**src/rtl/uart_tx_arbiter.sv**
```systemverilog
// Round-robin arbiter sharing one uart_tx between N byte producers.
// Define UART_ARB_FIXED_PRIO_EN for fixed lowest-index-wins priority.
module uart_tx_arbiter #(
    parameter int N       = 4,
    parameter int BUSY_TO = 15
) (
    input  logic           clk,
    input  logic           rst,
    input  logic [N-1:0]   req,
    input  logic [8*N-1:0] req_data,
    output logic [N-1:0]   ack,
    output logic           tx_start,
    output logic [7:0]     tx_data,
    input  logic           tx_busy,
    output logic [2:0]     grant_id,
    output logic           to_err
);

    localparam int IW = $clog2(N);
    localparam int CW = $clog2(BUSY_TO + 1);

    typedef enum logic [1:0] {
        IDLE,
        START,
        WAIT_HI,
        WAIT_LO
    } state_t;

    state_t          state_q;
    logic [CW-1:0]   cnt_q;
    logic [N-1:0]    ack_q;
    logic            tx_start_q;
    logic [7:0]      tx_data_q;
    logic [2:0]      grant_id_q;
    logic            to_err_q;

    logic [IW-1:0]   win_d;
    logic            hit_d;
    logic [7:0]      byte_w [N];

    for (genvar g = 0; g < N; g++) begin : g_byte
        assign byte_w[g] = req_data[8*g +: 8];
    end

    // Walk from the farthest candidate back to the nearest so the
    // highest-priority requester is the last assignment.
    always_comb begin
        win_d = '0;
        hit_d = 1'b0;
`ifdef UART_ARB_FIXED_PRIO_EN
        for (int i = N - 1; i >= 0; i--) begin
            if (req[i]) begin
                win_d = IW'(i);
                hit_d = 1'b1;
            end
        end
`else
        for (int k = N; k >= 1; k--) begin
            if (req[IW'((int'(grant_id_q) + k) % N)]) begin
                win_d = IW'((int'(grant_id_q) + k) % N);
                hit_d = 1'b1;
            end
        end
`endif
    end

    always_ff @(posedge clk or negedge rst) begin
        if (!rst) begin
            state_q    <= IDLE;
            cnt_q      <= '0;
            ack_q      <= '0;
            tx_start_q <= 1'b0;
            tx_data_q  <= 8'h00;
            grant_id_q <= 3'(N - 1);
            to_err_q   <= 1'b0;
        end else begin
            ack_q      <= '0;
            tx_start_q <= 1'b0;
            unique case (state_q)
                IDLE: begin
                    if (!tx_busy && hit_d) begin
                        ack_q      <= N'(1) << win_d;
                        tx_data_q  <= byte_w[win_d];
                        grant_id_q <= 3'(win_d);
                        state_q    <= START;
                    end
                end
                START: begin
                    tx_start_q <= 1'b1;
                    cnt_q      <= '0;
                    state_q    <= WAIT_HI;
                end
                WAIT_HI: begin
                    if (tx_busy) begin
                        state_q <= WAIT_LO;
                    end else if (cnt_q == CW'(BUSY_TO)) begin
                        // Transmitter never answered: drop the byte.
                        to_err_q <= 1'b1;
                        state_q  <= IDLE;
                    end else begin
                        cnt_q <= cnt_q + 1'b1;
                    end
                end
                WAIT_LO: begin
                    if (!tx_busy) begin
                        state_q <= IDLE;
                    end
                end
                default: state_q <= IDLE;
            endcase
        end
    end

    assign ack      = ack_q;
    assign tx_start = tx_start_q;
    assign tx_data  = tx_data_q;
    assign grant_id = grant_id_q;
    assign to_err   = to_err_q;

endmodule

```
**config.mk**
```make
export PLATFORM = sky130hd
export DESIGN_NAME = uart_tx_arbiter
export DESIGN_NICKNAME = d
export VERILOG_FILES = /design/src/rtl/uart_tx_arbiter.sv
export SDC_FILE = /design/constraint.sdc
export NUM_CORES = 1
export LEC_CHECK = 0
export CORE_MARGIN = 4
export CORE_UTILIZATION = 45
export CTS_BUF_LIST = sky130_fd_sc_hd__clkbuf_16
export DETAILED_ROUTE_END_ITERATION = 8
export PLACE_DENSITY_LB_ADDON = 0.1
export SYNTH_ARGS = -nofsm -noshare
export SYNTH_HDL_FRONTEND = slang
export SYNTH_SLANG_ARGS = --single-unit
```
**constraint.sdc**
```tcl
create_clock -name clk -period 4.3 [get_ports clk]
set_input_delay 0.645 -clock clk [delete_from_list [all_inputs] [get_ports clk]]
set_output_delay 0.645 -clock clk [all_outputs]
set_load 0.1 [all_outputs]
```
==> results.yml, run 1 <==
outcome:
  status: "finished clean"
grt:
  grt.total_usage_pct: 17.4
  antenna_found_initial: 0
  use_met3_pct: 5.17
  grt_pass1_wl_um: 4920
  grt_busiest_layer: "met2"
  overflow: 0
  grt_pass1_vias: 1100
  grt_max_degree: 23
  gr-usage-met1_pct: 23.3
  grtUsageMet2_pct: 28.0
synthesis:
  synth_edf_count: 0
  synth_seq_cells: 22
  post-synth-top-count-cell: "nand2_1"
  synthSimpleGateAreaFrac_pct: 24.8
  synthTopCellsByArea: "dfrtp_1 38%, mux2i_1 7.7%, mux2_1 6.9%"
  yosys_warnings: 0
  syn_area_sq_um: 1300
  postSynthAreaPerCell_sq_um: 10.0
  yosysUniqueCellTypes: 33
  synthXorXnorAreaFrac_pct: 0.672
  synth_fa_ha_area_share_pct: 0.960
  synth_top_flop_cell: "dfrtp_1"
  seq_area_frac_synth_pct: 42.4
  synth_mux_area_share_pct: 14.6
  ys_async_sr_fraction_pct: 100
  synth_area_leader_cell: "dfrtp_1"
  synthCells: 130
  synth-compound-area-share_pct: 11.4
  yosysTopAreaCellShare_pct: 38.4
  synth_nets: 170
  synth_commonest_cells: "22 x nand2_1, 20 x dfrtp_1, 10 x mux2i_1"
  synth_top_family_by_area: "simple AND/OR/NAND/NOR gates"
floorplan:
  core_area_sq_um: 2760
  initial_core_util_pct: 47.3
  die_h_um: 61.8
  io_pins: 56
  die_w_um: 61.8
  die_area_sq_um: 3820
  rows: 19
route:
  drt_iter0_drc: 55
  dr.pass1.iters: 4
  drc: 0
  vias: 1114
  avgRoutedWirePerCell_um: 14.2
  drt-total-wl_um: 3000
  vias_per_cell: 5.28
  ant_nets: 0
final_layout:
  syn_to_final_growth_pct: 46.2
  nets: 221
  final_layout_size_suffix_gt1_share_pct: 8.89
  n_antenna_cell: 0
worst_hold_path:
  hp-class: "reg2reg"
  holdPathStages: 1
worst_setup_path:
  worst-path-buf-inv: 1
  path_cells: "clkdlybuf4s50_1"
  crit_arrival_ns: 2.00
  cp.required_ns: 3.65
  cp_slowest_cell: "clkdlybuf4s50_1"
  setup.worst_path.end_class: "output port"
  worstSetupPathType: "reg2out"
  cp-start-kind: "flop"
  worst_path_dominant_cell_family: "buffers and inverters"
  max_stage_delay_ns: 1.15
  cp.depth: 1
  rr_worst_depth: 5
  cp_max_fo: 8
sta:
  fmax_mhz: 378
  period_minus_slack_ns: 2.64
  rsz0062_at_grt: "no"
  period_share_pct: 61.5
  setup_violations: 0
  fin_skew_ns: 0.00145
  worst_slack_ns: 1.66
  fin_tns_setup_ns: 0
  worst_slew_pin_slew_ns: 1.07
  relSlewSlack_pct: 28.8
  hold_viol_final: 0
  drv_slew: 0
clocking:
  hold_buffers: 0
  cts_buffers: 3
  h-tree-depth: 1
  cts_root_buffer: "clkbuf_16"
  clk_path_buf_depth: 2
  cts_tree: "yes"
  cts.sinks: 22
  clk_pin_slew_worst_paths_ns: 0.06
  clk_latency_ns: 0.25
  cts_setup_buffers: 0
  cts_resized: 0
pwr:
  pwr_density_cell_nw_per_um2: 711
  power_leakage_nw: 0.763
  peakVddDrop_mv: 0.719
  p_total_w: 0.00135
place:
  place_ws_ns: 1.45
  portBuffers: 54
  hpwlAfterDp_um: 2280
  gp_congestion: 0.802
run:
  max-cap-violations: 0
final timing paths:
check / startpoint / endpoint / slack [ns]
max: grant_id[1] / grant_id[1] / 1.66
min: to_err / to_err / 0.48
max reg2reg: grant_id[1] / tx_data[7] / 2.11
min reg2reg: to_err / to_err / 0.48
max in group asynchronous: rst / tx_data[2] / 2.80
min in group asynchronous: rst / tx_start / 0.92
registers in the layout, summed over array words and instances, names as in the netlist:
register / cells
tx_data: 8
ack: 4
to_err: 1
tx_start: 1
cnt_q: 4
state_q: 2
grant_id: 2
final cells by class:
type,count,area (sq um)
Clock buffer,3,75.1
Clock inverter,1,3.75
Sequential cell,22,553
Inverter,1,3.75
Multi-Input combinational cell,99,691
Timing Repair Buffer,54,541
Fill cell,220,852
Tap cell,31,38.8
worst register-to-register path: cells and delay by family (launching register included):
kind	cells	cell delay [ns]
compound gates	3	0.98
flops	1	0.60
mux	1	0.41
simple gates	1	0.12
stage by stage:
stage	hold WS (ns)	instance area, sq um	cells	util (%)
finish	0.476	1910	211	69.1
global route	0.523	1910	211	69.1
CTS	0.479	1910	211	69.1
detailed placement	0.471	1830	207	66.2
global placement	0.464	1830	207	66.2
floorplan	0.349	1300	130	-
cell usage in the layout, fill, tap and decap left out, drive strengths merged, types with 2 or more instances in the layout:
master	instances
clkdlybuf4s50	54
nand2	22
dfrtp	20
nand3	17
mux2i	10
mux2	8
o211ai	8
nand2b	6
o21ai	6
nor2	4
nor2b	3
clkbuf	3
dfstp	2
a31oi	2
report_power, final:
| part | internal, W | leakage, nW | switching (W) |
|---|---|---|---|
| Sequential | 0.000288 | 0.281 | 0.0000587 |
| Combinational | 0.000234 | 0.444 | 0.000581 |
| Clock | 0.000124 | 0.0385 | 0.0000692 |
routing by layer:
metal | share of wire [%] | wire length, um
met4 | 0.77 | 23
met2 | 49 | 1490
met1 | 43 | 1300
met3 | 6.4 | 191
met5 | 0 | 0
kinds of logic after synthesis:
| group | count (synthesis) |
|---|---|
| xor gates and xnor gates | 1 |
| adders and majority gates | 1 |
| AOI/OAI and AO/OA | 20 |
| other | 1 |
| DFF | 22 |
| and+or+nand+nor | 58 |
| muxes | 18 |
| buffers and inverters | 9 |
Power figures use the tool's default switching activity.
==> run 2: changes to the inputs <==
--- a/config.mk
+++ b/config.mk
@@ -6,7 +6,7 @@
 export NUM_CORES = 1
 export LEC_CHECK = 0
 export CORE_MARGIN = 4
-export CORE_UTILIZATION = 45
+export CORE_UTILIZATION = 42
 export CTS_BUF_LIST = sky130_fd_sc_hd__clkbuf_16
 export DETAILED_ROUTE_END_ITERATION = 8
 export PLACE_DENSITY_LB_ADDON = 0.1
==> constraint.sdc (replaced) <==
create_clock -name clk -period 2.8 [get_ports clk]
set_input_delay 0.42 -clock clk [delete_from_list [all_inputs] [get_ports clk]]
set_output_delay 0.42 -clock clk [all_outputs]
set_load 0.1 [all_outputs]
==> run 2 against run 1 <==
Effect of this change: wire length increased by 9.8%; power grew 60%; clock power grew 110%; sequential cell count did not move; register-to-register slack worse by 1.5 ns; utilization down 2.8 points; critical path type is now in2reg; critical endpoint is now tx_data[5].
==> results.yml, run 2 (synthesis results as in run 1) <==
outcome:
  status: "finished clean"
floorplan:
  io_pins: 56
  initial_core_util_pct: 45.7
  rows: 19
  die_w_um: 63.7
  die_h_um: 63.7
  core_area_sq_um: 2850
  die_area_sq_um: 4060
clocking:
  clk_pin_slew_worst_paths_ns: 0.06
  cts_resized: 0
  cts.sinks: 22
  clk_path_buf_depth: 2
  h-tree-depth: 1
  clk_latency_ns: 0.25
  cts_root_buffer: "clkbuf_16"
  hold_buffers: 0
  cts_setup_buffers: 0
  cts_tree: "yes"
  cts_buffers: 3
worst_setup_path:
  cp-start-kind: "primary input"
  worstSetupPathType: "in2reg"
  crit_arrival_ns: 2.52
  setup.worst_path.end_class: "flop"
  cp_max_fo: 21
  cp.required_ns: 2.96
run:
  max-cap-violations: 0
route:
  dr.pass1.iters: 4
  drc: 0
  vias: 1113
  drt_iter0_drc: 31
  drt-total-wl_um: 3300
  vias_per_cell: 5.27
  avgRoutedWirePerCell_um: 15.6
  ant_nets: 0
pwr:
  power_leakage_nw: 0.800
  peakVddDrop_mv: 0.634
  pwr_density_cell_nw_per_um2: 1140
sta:
  whs_ns: 0.487
  rsz0062_at_grt: "no"
  drv_slew: 0
  period_share_pct: 84.1
  period_minus_slack_ns: 2.36
  fin_tns_setup_ns: 0
  fmax_mhz: 425
  relSlewSlack_pct: 25.1
  hold_viol_final: 0
  worst_slew_pin_slew_ns: 1.12
  setup_violations: 0
  fin_skew_ns: 0.00559
place:
  gp_congestion: 0.738
  portBuffers: 54
  hpwlAfterDp_um: 2500
  placed_area_sq_um: 1790
final_layout:
  layout_common_cells: "38 x clkdlybuf4s50_1, 22 x nand2_1, 20 x dfrtp_1"
  final_layout_size_suffix_gt1_share_pct: 18.3
  postLayoutCellArea_sq_um: 1890
  n_antenna_cell: 0
  largest_register_ffs: 8
  final_common_cell: "clkdlybuf4s50_1"
  fillers: 240
  syn_to_final_growth_pct: 45.1
  nets: 221
grt:
  grt_pass1_vias: 1181
  grt_max_degree: 23
  antenna_found_initial: 0
  overflow: 0
  grt.total_usage_pct: 17.6
  grt_pass1_wl_um: 5690
worst_hold_path:
  hp-class: "reg2reg"
[run 2: changes by cell type in the layout (fill, tap and decap cells not counted), sizes merged]
cell,previous run,this run
clkdlybuf4s50,54,38
bufinv,0,1
clkinv,1,0
buf,0,16
[run 2: power breakdown]
| group | internal (W) | total (W) | switching [W] |
|---|---|---|---|
| clock | 0.000284 | 0.000400 | 0.000116 |
| sequential | 0.000442 | 0.000533 | 0.0000913 |
| combinational | 0.000331 | 0.00123 | 0.000899 |
[run 2: layout make-up]
class / count / area, sq um / area share (%)
Multi-Input combinational cell: 99 / 691 / 36.5
Sequential cell: 22 / 553 / 29.2
Timing Repair Buffer: 54 / 500 / 26.5
Clock buffer: 3 / 75.1 / 3.97
Tap cell: 31 / 38.8 / 2.05
Clock inverter: 1 / 30.0 / 1.59
Inverter: 1 / 3.75 / 0.198
[run 2: per-layer routing]
layer / wire length (um) / vias to the layer above / track usage (%)
li1: - / 555 / -
met1: 1410 / 521 / 22.9
met2: 1670 / 35 / 29.9
met3: 192 / 2 / 3.73
met4: 17 / 0 / 4.04
met5: 0 / - / 0
[run 2: metrics by stage]
stage,instances,utilization (%),setup WS [ns],total power [W]
after floorplan,130,-,0.718,0.00152
after global placement,207,62.6,0.274,0.00175
after detailed placement,207,62.6,0.175,0.00177
after CTS,211,66.3,0.434,0.00218
after global routing,211,66.3,0.276,0.00228
final,211,66.3,0.445,0.00216
[run 2: path summary, 6_finish.rpt]
| check | from | end | slack, ns | depth (start not counted) |
|---|---|---|---|---|
| max | req[3] | tx_data[5] | 0.44 | 6 |
| min | to_err | to_err | 0.49 | 1 |
| max reg2reg | grant_id[1] | tx_data[5] | 0.58 | 5 |
| min reg2reg | to_err | to_err | 0.49 | 1 |
| max in group asynchronous | rst | tx_data[0] | 1.46 | 1 |
| min in group asynchronous | rst | tx_start | 0.72 | 1 |
[run 2: critical path, stage by stage]
cell             delay, ns
clkdlybuf4s50_1       0.54
nand2b_1              0.09
a21boi_1              0.14
o21ai_2               0.86
mux2_1                0.39
o211ai_1              0.09
==> run 3: changes to the inputs <==
==> constraint.sdc (replaced) <==
create_clock -name clk -period 2.4 [get_ports clk]
set_input_delay 0.36 -clock clk [delete_from_list [all_inputs] [get_ports clk]]
set_output_delay 0.36 -clock clk [all_outputs]
set_load 0.1 [all_outputs]
==> run 3 against run 2 <==
Effect of this change: global-route usage about the same; largest cell class unchanged; register-to-register slack worse by 0.04 ns; power grew 19%; final cell count grew 1.4%; wire length rose by 4.5%; via count rose by 2.0%; sequential share of layout area is 0.53 points lower; sequential power grew 16%; design area up 1.9%; clock power up 15%; highest routed layer unchanged.
==> results.yml, run 3 (synthesis results as in run 1) <==
final_layout:
  nets: 224
  largest_register_ffs: 8
  final_common_cell: "clkdlybuf4s50_1"
  final_layout_size_suffix_gt1_share_pct: 19.7
  n_antenna_cell: 0
  layout_common_cells: "38 x clkdlybuf4s50_1, 22 x nand2_1, 20 x dfrtp_1"
  syn_to_final_growth_pct: 47.8
  fin_cells: 214
pwr:
  power_leakage_nw: 0.820
  peakVddDrop_mv: 0.705
  pwr_density_cell_nw_per_um2: 1330
route:
  avgRoutedWirePerCell_um: 16.1
  dr.pass1.iters: 4
  drc: 0
  drt_iter0_drc: 77
  vias: 1135
  ant_nets: 0
  drt-total-wl_um: 3450
  vias_per_cell: 5.30
grt:
  grt.total_usage_pct: 17.5
  grt_pass1_wl_um: 5620
  grt_busiest_layer: "met2"
  use_met3_pct: 3.55
  gr-usage-met1_pct: 21.4
  grtUsageMet2_pct: 30.6
  overflow: 0
  antenna_found_initial: 0
  grt_max_degree: 22
  grt_pass1_vias: 1166
worst_setup_path:
  max_stage_delay_ns: 0.58
  path_cells: "clkdlybuf4s50_1, or4_1, and2_4, nand2b_1, o211ai_1"
  cp.required_ns: 2.51
  cp_slowest_cell: "or4_1"
  timing.rr.start: "grant_id[1]"
  crit_path_start: "req[0]"
  cp.depth: 5
  cp_max_fo: 19
  setup.worst_path.end_class: "flop"
  r2r_setup_slack_ns: 0.54
  worstSetupPathType: "in2reg"
  r2r_end: "tx_data[7]"
  crit_arrival_ns: 2.14
  worst-path-buf-inv: 1
  rr_worst_depth: 5
  worst_path_dominant_cell_family: "simple AND/OR/NAND/NOR gates"
  setup.worst_path.end: "tx_data[7]"
  cp-start-kind: "primary input"
sta:
  drv_slew: 0
  setup_violations: 0
  period_share_pct: 84.5
  fin_skew_ns: 0.00330
  period_minus_slack_ns: 2.03
  hold_viol_final: 0
  relSlewSlack_pct: 50.4
  fin_tns_setup_ns: 0
  rsz0062_at_grt: "no"
  fmax_mhz: 493
  worst_slew_pin_slew_ns: 0.742
clocking:
  clk_latency_ns: 0.25
  h-tree-depth: 1
  hold_buffers: 0
  cts_buffers: 3
  cts.sinks: 22
  cts_tree: "yes"
  cts_root_buffer: "clkbuf_16"
  cts_setup_buffers: 0
  clk_path_buf_depth: 2
  cts_resized: 0
  clk_pin_slew_worst_paths_ns: 0.06
floorplan:
  die_area_sq_um: 4060
  rows: 19
  die_w_um: 63.7
  io_pins: 56
  core_area_sq_um: 2850
  die_h_um: 63.7
  initial_core_util_pct: 45.7
place:
  dp.cells: 210
  portBuffers: 54
  gp_congestion: 0.788
  hpwlAfterDp_um: 2700
worst_hold_path:
  hp-class: "reg2reg"
run:
  max-cap-violations: 0
outcome:
  status: "finished clean"
## run 3: changes by cell type in the layout (fill, tap and decap cells not counted)
| cell | change |
|---|---|
| buf_4 | +2 |
| buf_12 | +1 |
## run 3: area by class of cell
class | count | area (sq um)
Clock buffer | 3 | 75.1
Clock inverter | 1 | 30.0
Fill cell | 240 | 926
Inverter | 1 | 3.75
Multi-Input combinational cell | 99 | 691
Sequential cell | 22 | 553
Tap cell | 31 | 38.8
Timing Repair Buffer | 57 | 536
## run 3: worst min-delay path by stage
stage                            from           to  slack, ns  depth (start not counted)
after global routing      grant_id[0]  grant_id[0]       0.51                          2
after detailed placement  grant_id[0]  grant_id[0]       0.48                          2
after global placement         to_err       to_err       0.46                          1
after CTS                 grant_id[0]  grant_id[0]       0.49                          2
after floorplan                   rst       ack[0]       0.06                          0
final                     grant_id[0]  grant_id[0]       0.49                          2
## run 3: per-stage QoR
stage	util (%)	hold slack, ns	area [sq um]	power, W	worst slack, ns
global placement	63.9	0.463	1820	0.00208	0.206
CTS	67.5	0.491	1930	0.00258	0.362
floorplan	-	0.0644	1300	0.00177	0.318
detailed placement	63.9	0.482	1820	0.00211	0.112
finish	67.5	0.487	1930	0.00256	0.371
global route	67.5	0.512	1930	0.00269	0.266
## run 3: layer usage
layer | vias to the layer above | routed length, um
met2 | 31 | 1770
met4 | 0 | 36
met3 | 4 | 161
met1 | 539 | 1480
li1 | 561 | -
met5 | - | 0
## run 3: power by group
group,switching (W),leakage [nW],internal (W)
sequential,0.000104,0.281,0.000515
clock,0.000131,0.0511,0.000331
combinational,0.00106,0.488,0.000418
total,0.00130,0.820,0.00126
## run 3: tightest hold or removal path: stages, from the launching register on
cell	delay, ns
dfstp_2	0.39
nand2_1	0.05
nand2_1	0.05
